## config.mk

```make
export PLATFORM = sky130hd
export DESIGN_NAME = panda_if_stage
export DESIGN_NICKNAME = d
export VERILOG_FILES = /design/src/rtl/panda_if_stage.sv
export SDC_FILE = /design/constraint.sdc
export NUM_CORES = 1
export LEC_CHECK = 0
export ABC_CLOCK_PERIOD_IN_PS = 2400
export CORE_MARGIN = 1
export CORE_UTILIZATION = 53
export CTS_BUF_LIST = sky130_fd_sc_hd__clkbuf_16
export CTS_CLUSTER_SIZE = 30
export DETAILED_ROUTE_END_ITERATION = 12
export PLACE_DENSITY = 0.81
export SLEW_MARGIN = 25
export SYNTH_ARGS = -nofsm -noshare
export SYNTH_HDL_FRONTEND = slang
export SYNTH_SLANG_ARGS = --single-unit
```

## constraint.sdc

```tcl
create_clock -name clk_i -period 2.4 [get_ports clk_i]
set_input_delay 0.24 -clock clk_i [delete_from_list [all_inputs] [get_ports clk_i]]
set_output_delay 0.24 -clock clk_i [all_outputs]
set_load 0.01 [all_outputs]
```

## src/rtl/panda_if_stage.sv

```systemverilog
// Instruction fetch stage: single-outstanding fetch FSM, 1-entry skid buffer and IF/ID register.
// Optional macro PANDA_IF_MISALIGNED_TRAP_EN adds the registered instr_addr_misaligned_o flag.
package panda_pkg;
    typedef struct packed {
        logic [31:0] instr;
        logic [31:0] pc;
        logic [31:0] pc_inc;
    } if_id_t;

    localparam logic [31:0] NOP_INSTR    = 32'h0000_0013;
    localparam if_id_t      IF_ID_BUBBLE = '{instr: NOP_INSTR, pc: 32'h0, pc_inc: 32'h0};
endpackage

module panda_if_stage #(
    parameter logic [31:0] BootAddr = 32'h0000_0000
) (
    input  logic              clk_i,
    input  logic              rst_ni,
    input  logic              stall_i,
    input  logic              flush_i,
    input  logic [31:0]       branch_target_i,
    output logic              instr_req_o,
    output logic [31:0]       instr_addr_o,
    input  logic              instr_gnt_i,
    input  logic              instr_rvalid_i,
    input  logic [31:0]       instr_rdata_i,
    output panda_pkg::if_id_t if_id_o
`ifdef PANDA_IF_MISALIGNED_TRAP_EN
    ,
    output logic              instr_addr_misaligned_o
`endif
);
    import panda_pkg::*;

    typedef enum logic [1:0] {
        S_REQ,
        S_WAIT,
        S_DISCARD
    } state_e;

    state_e      state_reg;
    logic [31:0] fetch_pc_reg;
    logic [31:0] txn_addr_reg;
    logic        skid_valid_reg;
    logic [31:0] skid_instr_reg;
    logic [31:0] skid_pc_reg;
    if_id_t      if_id_reg;

    logic [31:0] target_aligned;
    logic        skid_block;
    logic        grant;
    logic        resp_take;

    // Masking keeps every target bit referenced; the low bits only matter to the trap flag.
    assign target_aligned = branch_target_i & 32'hFFFF_FFFC;
    assign skid_block     = skid_valid_reg && stall_i;
    assign instr_req_o    = (state_reg == S_REQ) && !skid_block;
    assign instr_addr_o   = fetch_pc_reg;
    assign grant          = instr_req_o && instr_gnt_i;
    // Only a response to a live (non-flushed) transaction reaches the pipeline.
    assign resp_take      = instr_rvalid_i && (state_reg == S_WAIT) && !flush_i;
    assign if_id_o        = if_id_reg;

    always_ff @(posedge clk_i or negedge rst_ni) begin
        if (!rst_ni) begin
            state_reg      <= S_REQ;
            fetch_pc_reg   <= BootAddr;
            txn_addr_reg   <= BootAddr;
            skid_valid_reg <= 1'b0;
            skid_instr_reg <= NOP_INSTR;
            skid_pc_reg    <= 32'h0;
            if_id_reg      <= IF_ID_BUBBLE;
        end else begin
            unique case (state_reg)
                S_REQ: begin
                    if (grant) begin
                        txn_addr_reg <= fetch_pc_reg;
                        state_reg    <= flush_i ? S_DISCARD : S_WAIT;
                    end
                end
                S_WAIT: begin
                    if (instr_rvalid_i) begin
                        state_reg <= S_REQ;
                    end else if (flush_i) begin
                        state_reg <= S_DISCARD;
                    end
                end
                S_DISCARD: begin
                    if (instr_rvalid_i) begin
                        state_reg <= S_REQ;
                    end
                end
                default: state_reg <= S_REQ;
            endcase

            if (flush_i) begin
                fetch_pc_reg <= target_aligned;
            end else if (grant) begin
                fetch_pc_reg <= fetch_pc_reg + 32'd4;
            end

            if (flush_i) begin
                if_id_reg      <= IF_ID_BUBBLE;
                skid_valid_reg <= 1'b0;
            end else if (stall_i) begin
                if (resp_take) begin
                    skid_valid_reg <= 1'b1;
                    skid_instr_reg <= instr_rdata_i;
                    skid_pc_reg    <= txn_addr_reg;
                end
            end else if (skid_valid_reg) begin
                if_id_reg      <= '{instr: skid_instr_reg, pc: skid_pc_reg,
                                    pc_inc: skid_pc_reg + 32'd4};
                skid_valid_reg <= 1'b0;
            end else if (resp_take) begin
                if_id_reg <= '{instr: instr_rdata_i, pc: txn_addr_reg,
                               pc_inc: txn_addr_reg + 32'd4};
            end else begin
                if_id_reg <= IF_ID_BUBBLE;
            end
        end
    end

`ifdef PANDA_IF_MISALIGNED_TRAP_EN
    logic misaligned_reg;

    always_ff @(posedge clk_i or negedge rst_ni) begin
        if (!rst_ni) begin
            misaligned_reg <= 1'b0;
        end else begin
            misaligned_reg <= flush_i && (branch_target_i[1:0] != 2'b00);
        end
    end

    assign instr_addr_misaligned_o = misaligned_reg;
`endif

endmodule
```

# After elaboration in Yosys (flattened, before gate mapping)
# Cells that the tools add are included.
# totals
regBits	227
latch_bits	0
mem_bits_rw	0
mem_bits_ro	0
in_bits	70
mem_count	0
# op_classes
add_sub_neg	3
n_mul	0
div_mod_pow	0
order_cmp	0
n_eq_ne	7
n_shift	0
mux	15
n_bitwise	1
n_reduce_logical	12
# op_table
operator	count
$mux 96	4
$add 32x3->32 const B	3
$mux 32	2
$mux 2	5
$pmux 2 s3	1
$reduce_and 3->1	2
$logic_and 1x1->1	5
$ne 2x2->1 const B	2
$mux 1	3
$ne 3x1->1 const B	1
$ne 3x3->1 const B	1
$eq 2x1->1 const B	1
$eq 2x2->1 const B	1
$logic_not 1->1	2
$logic_not 2->1	1
$ne 2x1->1 const B	1
$reduce_and 2->1	1
$reduce_bool 2->1	1
$not 1->1	1

# Longest topological paths before layout
# Gate-level depths: netlist of run 1.
# logic_depth
ltp_word	7
depth_mapped	8
ltp_nobuf	6

# Least setup slack after synthesis of run 1
# No wires, ideal clock.
# synth_path
path_kind	reg2reg
startpoint	reg txn_addr_reg[2]
endpoint	reg if_id_reg (netlist bit if_id_o[26])
setup_time_ns	0.126
arrival_ns	1.955
required_ns	2.274
slack_ns	0.319
path_stages_with_launch	9
n_path_buf	2
period_less_slack_ns	2.081
cell_sequence	dfrtp_1 -> ha_1 -> nand4_1 -> or3_1 -> clkbuf_1 -> buf_2 -> o31ai_1 -> a21oi_1 -> a221o_1
# synth_via
elab_chain_len	5
# synth_rtl
item	line	source
from (decl)	43	logic [31:0] txn_addr_reg;
from (signal assigned)	68	txn_addr_reg <= BootAddr;
from (signal assigned)	77	txn_addr_reg <= fetch_pc_reg;
$add 32x3->32	117	pc_inc: txn_addr_reg + 32'd4};
$mux 96	115	end else if (resp_take) begin
$mux 96	111	end else if (skid_valid_reg) begin
$mux 96	105	end else if (stall_i) begin
$mux 96	102	if (flush_i) begin
to (signal assigned)	112	if_id_reg <= '{instr: skid_instr_reg, pc: skid_pc_reg,
to (signal assigned)	116	if_id_reg <= '{instr: instr_rdata_i, pc: txn_addr_reg,
to (decl)	47	if_id_t if_id_reg;
# Every way passes these cells. The select of a mux whose other input is x is not followed.
# A chain may end at the register's enable or synchronous reset.

# Worst setup path in the final report of run 1
# layout_path
startpoint	reg state_reg[0]
endpoint	reg fetch_pc_reg[28], in the netlist instr_addr_o[28]
# layout_via
elab_chain_len	4
# layout_rtl
item	line	source
from (decl)	41	state_e state_reg;
from (signal assigned)	78	state_reg <= flush_i ? S_DISCARD : S_WAIT;
$logic_not 2->1	57	assign instr_req_o = (state_reg == S_REQ) && !skid_block;
$logic_and 1x1->1	57	
$logic_and 1x1->1	59	assign grant = instr_req_o && instr_gnt_i;
$reduce_bool 2->1 (no source line)	-	
to (signal assigned)	67	fetch_pc_reg <= BootAddr;
to (signal assigned)	97	fetch_pc_reg <= target_aligned;
to (signal assigned)	99	fetch_pc_reg <= fetch_pc_reg + 32'd4;
to (decl)	42	logic [31:0] fetch_pc_reg;
# Every way passes these cells.

==> results of run 1 <==
==> worst paths after layout <==
path                         startpoint                 end  slack, ns  depth (start not counted)
max in group asynchronous        rst_ni         if_id_o[70]       1.32                          3
min                             flush_i         if_id_o[24]       0.21                          2
min in group asynchronous        rst_ni  skid_instr_reg[29]       0.30                          2
max reg2reg                state_reg[0]    instr_addr_o[28]       0.13                          5
max                        state_reg[0]    instr_addr_o[28]       0.13                          5
min reg2reg                 if_id_o[15]         if_id_o[15]       0.49                          1
==> layout make-up <==
type                       instances  area (um2)  area share, %
clock buffer                      23       575.6          4.245
clock inverter                    18       101.3         0.7476
timing repair buffer             238        2335          17.22
multi-input combinational        707        4682          34.54
tap                              265       331.6          2.446
inverter                          18       67.56         0.4984
sequential                       218        5464          40.30
==> cells in the final DEF, fill, tap and decap left out, types with 5 or more instances in the layout <==
cell,instances
a21oi_1,15
a221o_1,8
a221oi_1,64
and3_1,11
and4_1,8
buf_12,5
buf_4,39
clkbuf_16,23
clkdlybuf4s50_1,191
dfrtp_1,211
dfstp_2,6
inv_1,27
mux2_2,80
mux2i_1,6
nand2_1,85
nand3_1,37
nand4_1,18
nor2_1,85
nor3_1,85
nor4_1,24
o211ai_1,5
o21ai_0,48
o21ai_1,6
o31a_1,5
or3_1,6
or4_1,5
xnor2_1,49
xor2_1,17
==> power breakdown <==
part	total [uW]	internal (uW)	switching, uW
clock network	3250	1840	1410
registers	5330	4410	922
logic	2230	1220	1010
==> layer usage <==
layer	vias up	part of all wire [%]	GRT usage (%)
li1	4109	-	-
met1	4394	41	39.64
met2	473	46	45.98
met3	60	10	6.170
met4	0	2.4	8.885
met5	-	0	0
==> kinds of logic (layout without fill, tap and decap cells) <==
logic type	after synthesis	after routing
simple gates	379	379
flops	218	218
compound gates	171	171
buf+inv	98	297
mux	86	86
xor+xnor	66	66
fa+ha+maj	3	3
other cells	1	2
==> repair_timing <==
| item | CTS | global route |
|---|---|---|
| hold endpoints to repair | 66 | 0 |
| hold buffers | 1 | 0 |
| setup buffers | 0 | 0 |
| gates resized for setup | 0 | 1 |
| setup endpoints to repair | 0 | 1 |
==> stage by stage <==
stage	power, uW	setup slack [ns]
5_1_grt	11330	0.01047
4_1_cts	10820	0.1132
3_5_place_dp	7545	0.1274
3_3_place_gp	7410	0.1777
2_1_floorplan	6479	0.3187
6_report	10810	0.1279
==> results.ini, run 1 <==
[synth]
synth.most_common_cell = dfrtp_1
syn_area_per_cell_um2 = 10.30
synth_edf_count = 0
netlist.area_leader.share_pct = 50.41
synth_xor_area_share_pct = 5.493
ys_async_sr_fraction_pct = 100.0
synthCells = 1022
synthMuxAreaShare_pct = 9.131
syn_area_um2 = 10520
ys_ff_latch = 218
synth_common_cells = dfrtp_1, nor2_1, nor3_1
synthAdderAreaFrac_pct = 0.3567
synth_compound_area_share_pct = 11.90
yosys.area.top_type = dfrtp_1
synthSimpleGateAreaFrac_pct = 17.37
synth_cell_types = 54
ys_warn_count = 0
ys_seq_area_share_pct = 51.91
synth.area.top_cells = dfrtp_1, mux2_2, a221oi_1
synth_top_family_by_area = simple AND/OR/NAND/NOR gates
ys.flop_type = dfrtp_1

[floorplanning]
die_area_um2 = 20420
fp.dieW_um = 142.9
start_util_pct = 54.07
die_h_um = 142.9
core_area_um2 = 19460
ios = 199
rows = 51

[detailed_routing]
dr.pass1.iters = 5
wl_per_cell_um = 19.32
drtIter0Drc = 702
routed_via_density = 6.077
drc_errors = 0
num_vias = 9036
wirelength_um = 28730
ant_nets = 0

[cts]
cts_tree = built
cts_sinks = 218
cts-buffers-inserted = 23
root_buffer = clkbuf_16
htreeDepth = 1
clkLatencyLatePin_ns = 0.51
clk_pin_slew_ns = 0.06
clk_path_buf_depth = 3

[placed_design]
place_congestion = 0.9366
dpl_cell_area_um2 = 12860
dpl.cell_count = 1445
dp_hpwl_um = 19650
io_buffers = 194

[cells_and_area]
antenna_cells = 0
fin_nets = 1279
area_growth_pct = 28.82
finalNonFillerCells = 1487
drive_above_1_share_pct = 14.08
postLayoutCellArea_um2 = 13560
fin_util_pct = 69.66
nFillCells = 1442
largest_reg_flops = 93

[timing]
slew_headroom_pct = 57.90
fmax_mhz = 440.1
hold_ws_ns = 0.2104
maxSlewViolCount = 0
period_share_pct = 94.67
skew_ns = 0.008618
hold_viol = 0
fin_tns_setup_ns = 0
worst_slew_pin_slew_ns = 0.6291
finalSetupViolations = 0
finalCriticalPeriod_ns = 2.272
rsz0062_at_grt = no

[critical_path]
path_delay_family = simple AND/OR/NAND/NOR gates
criticalPathCategory = register to register
cp-end-kind = register
cp_max_fo = 10
arrival_ns = 2.62
slowest_delay_ns = 0.52
slowest_stage = nor4_1
crit_required_ns = 2.75
critPathBufInv = 0
crit_chain = a211oi_2, nand3_1, nor4_1, xnor2_1, o21ai_0
worst_setup_path_start_kind = register

[grt]
track_usage_pct = 28.92
grt_pass1_wl_um = 46930
grt_antenna_before_repair = 0
grt_pass1_vias = 8961
grt_max_degree = 78
overflow = 0

[pwr]
p_per_area_nw_per_um2 = 797.5
peakVddDrop_v = 0.0004770
power.leakage_uw = 0.005533

[flow_run]
cap_violations = 0

[status]
status = finished, final reports clean

[min_path]
hold_class = input pin to register

Note: power is estimated with default switching activity, not from simulation.
==> run 2, diff against run 1 <==
- ABC_CLOCK_PERIOD_IN_PS: 2400 -> not set
==> results of run 2 <==
The final DEF is identical to that of run 1; final timing and power are the same.
==> run 3, diff against run 2 <==
- CORE_MARGIN: 1 -> 2
==> run 3 against run 2 <==
Global-route usage down 2.1 points. Total power up 0.92%. Non-clock buffer count up 1. Critical endpoint is now instr_req_o. Final cell count about the same. First-iteration DRC count up 16%. Die area up 2.8%. Flip-flop and latch count unchanged. Wire length down 1.0%. Hold slack better by 0.073 ns.
==> results.ini, run 3 (synthesis results as in run 1) <==
[grt]
grt_max_degree = 84  ; +7.7%
grt_pass1_wl_um = 46670  ; -0.54%
grt_antenna_before_repair = 0  ; unchanged
grt_use_met2_pct = 41.69  ; -4.3 points
top_usage_layer = met2
overflow = 0  ; unchanged
gr-usage-met1_pct = 39.55  ; -0.088 points
track_usage_pct = 26.85  ; -2.1 points
use_met3_pct = 4.937  ; -1.2 points
grt_pass1_vias = 8586  ; -4.2%

[cts]
cts_tree = built
clkLatencyLatePin_ns = 0.51  ; about the same
clk_pin_slew_ns = 0.06  ; about the same
cts_sinks = 218  ; unchanged
root_buffer = clkbuf_16
post_cts_buffers = 0  ; unchanged
clk_path_buf_depth = 3  ; unchanged
cts-buffers-inserted = 23  ; unchanged
htreeDepth = 1  ; unchanged

[cells_and_area]
final_cell_mix = dfrtp_1, clkdlybuf4s50_1, nor3_1, nor2_1, nand2_1
layout_commonest_cell = dfrtp_1
drive_above_1_share_pct = 14.06  ; about the same
finalNonFillerCells = 1488  ; +0.067%
fin_nets = 1280  ; +0.078%
largest_reg_flops = 93  ; unchanged
fin_util_pct = 69.82  ; +0.16 points
antenna_cells = 0  ; unchanged
postLayoutCellArea_um2 = 13590  ; +0.23%
area_growth_pct = 29.12

[pwr]
power.leakage_uw = 0.005549  ; +0.30%
p_per_area_nw_per_um2 = 802.9  ; +0.68%
peakVddDrop_v = 0.0004642  ; -2.7%

[timing]
hold_viol = 0  ; unchanged
slew_headroom_pct = 58.00  ; +0.094 points
maxSlewViolCount = 0  ; unchanged
fin_tns_setup_ns = 0  ; unchanged
fmax_mhz = 441.9  ; +0.41%
skew_ns = 0.02084  ; +0.01222 ns
period_share_pct = 94.28  ; -0.39 points
rsz0062_at_grt = no
worst_slew_pin_slew_ns = 0.6300  ; +0.0009142 ns
hold_ws_ns = 0.2836  ; +0.07328 ns
finalSetupViolations = 0  ; unchanged
finalCriticalPeriod_ns = 2.263  ; -0.009247 ns

[status]
status = finished, final reports clean

[detailed_routing]
dr.pass1.iters = 5  ; unchanged
drc_errors = 0  ; unchanged
ant_nets = 0  ; unchanged
drtIter0Drc = 817  ; +16%
wirelength_um = 28450  ; -1.0%
routed_via_density = 6.040  ; -0.60%
wl_per_cell_um = 19.12  ; -1.1%
num_vias = 8988  ; -0.53%

[floorplanning]
die_area_um2 = 21000  ; +2.8%
ios = 199  ; unchanged
fp.dieW_um = 144.9  ; +1.4%
rows = 51  ; unchanged
die_h_um = 144.9  ; +1.4%
core_area_um2 = 19460  ; unchanged
start_util_pct = 54.07  ; unchanged

[critical_path]
crit_required_ns = 2.16  ; -0.59 ns
worst_setup_path_start_kind = register
criticalPathCategory = register to output pin
cp-end-kind = output pin
cp_max_fo = 6  ; -4
rr_startpoint = skid_valid_reg
arrival_ns = 2.02  ; -0.60 ns
crit_start = skid_valid_reg

[placed_design]
io_buffers = 194  ; unchanged
dp_hpwl_um = 19500  ; -0.76%
dpl.cell_count = 1445  ; unchanged
dpl_cell_area_um2 = 12860  ; unchanged
place_congestion = 0.9404  ; +0.41%

[flow_run]
cap_violations = 0  ; unchanged

[min_path]
hold_class = input pin to register
hp-start = stall_i

==> run 3: cell count changes in the layout (fill, tap and decap cells not counted), sizes merged <==
cell / previous run / this run
dlygate4sd3: 1 / 2
clkinv: 6 / 7
bufinv: 1 / 2
inv: 29 / 27
==> run 3: through the flow <==
stage          total power, uW  worst slack, ns
2_1_floorplan             6479           0.3187
6_report                 10910           0.1372
5_1_grt                  11430          0.06015
3_5_place_dp              7551          0.08840
3_3_place_gp              7430           0.1370
4_1_cts                  10920          0.08689
==> run 3: repair_timing <==
action / in CTS / in global routing
endpoints found under the setup margin: 0 / 1
hold buffers: 2 / 0
resized for setup: 0 / 1
hold endpoints to repair: 74 / 0
==> run 3: path summary, 6_finish.rpt <==
path	cells after the start	slack, ns	to
setup / recovery	2	0.14	instr_req_o
hold / removal	3	0.28	if_id_o[24]
setup reg to reg	5	0.20	instr_addr_o[24]
hold reg to reg	1	0.49	if_id_o[16]
max in group asynchronous	3	1.27	skid_pc_reg[29]
min in group asynchronous	2	0.34	skid_instr_reg[22]
==> run 3: worst max-delay path, stage by stage, from the launching register on <==
cell and delay [ns]:
dfrtp_2 0.46, a211oi_2 0.44, clkdlybuf4s50_1 0.63
==> run 3: per-layer routing <==
layer / wire length (um) / vias to the layer above / part of all wire, %
li1: - / 4106 / -
met2: 12870 / 422 / 45
met3: 2678 / 39 / 9.4
met1: 12370 / 4421 / 43
met5: 0 / - / 0
met4: 527 / 0 / 1.9
==> run 3: final cells by class <==
type                    instances  area (um2)
inverters                      18       67.56
multi-input cells             707        4682
clock buffers                  23       575.6
clock inverters                18       122.6
fillers                      1441        5874
repair buffers                239        2345
well taps                     265       331.6
flip-flops and latches        218        5464
==> run 3: power by group <==
| group | switching (uW) | leakage (uW) | internal (uW) |
|---|---|---|---|
| logic | 1030 | 0.00237 | 1230 |
| registers | 898 | 0.00281 | 4410 |
| clock network | 1400 | 0.000375 | 1940 |
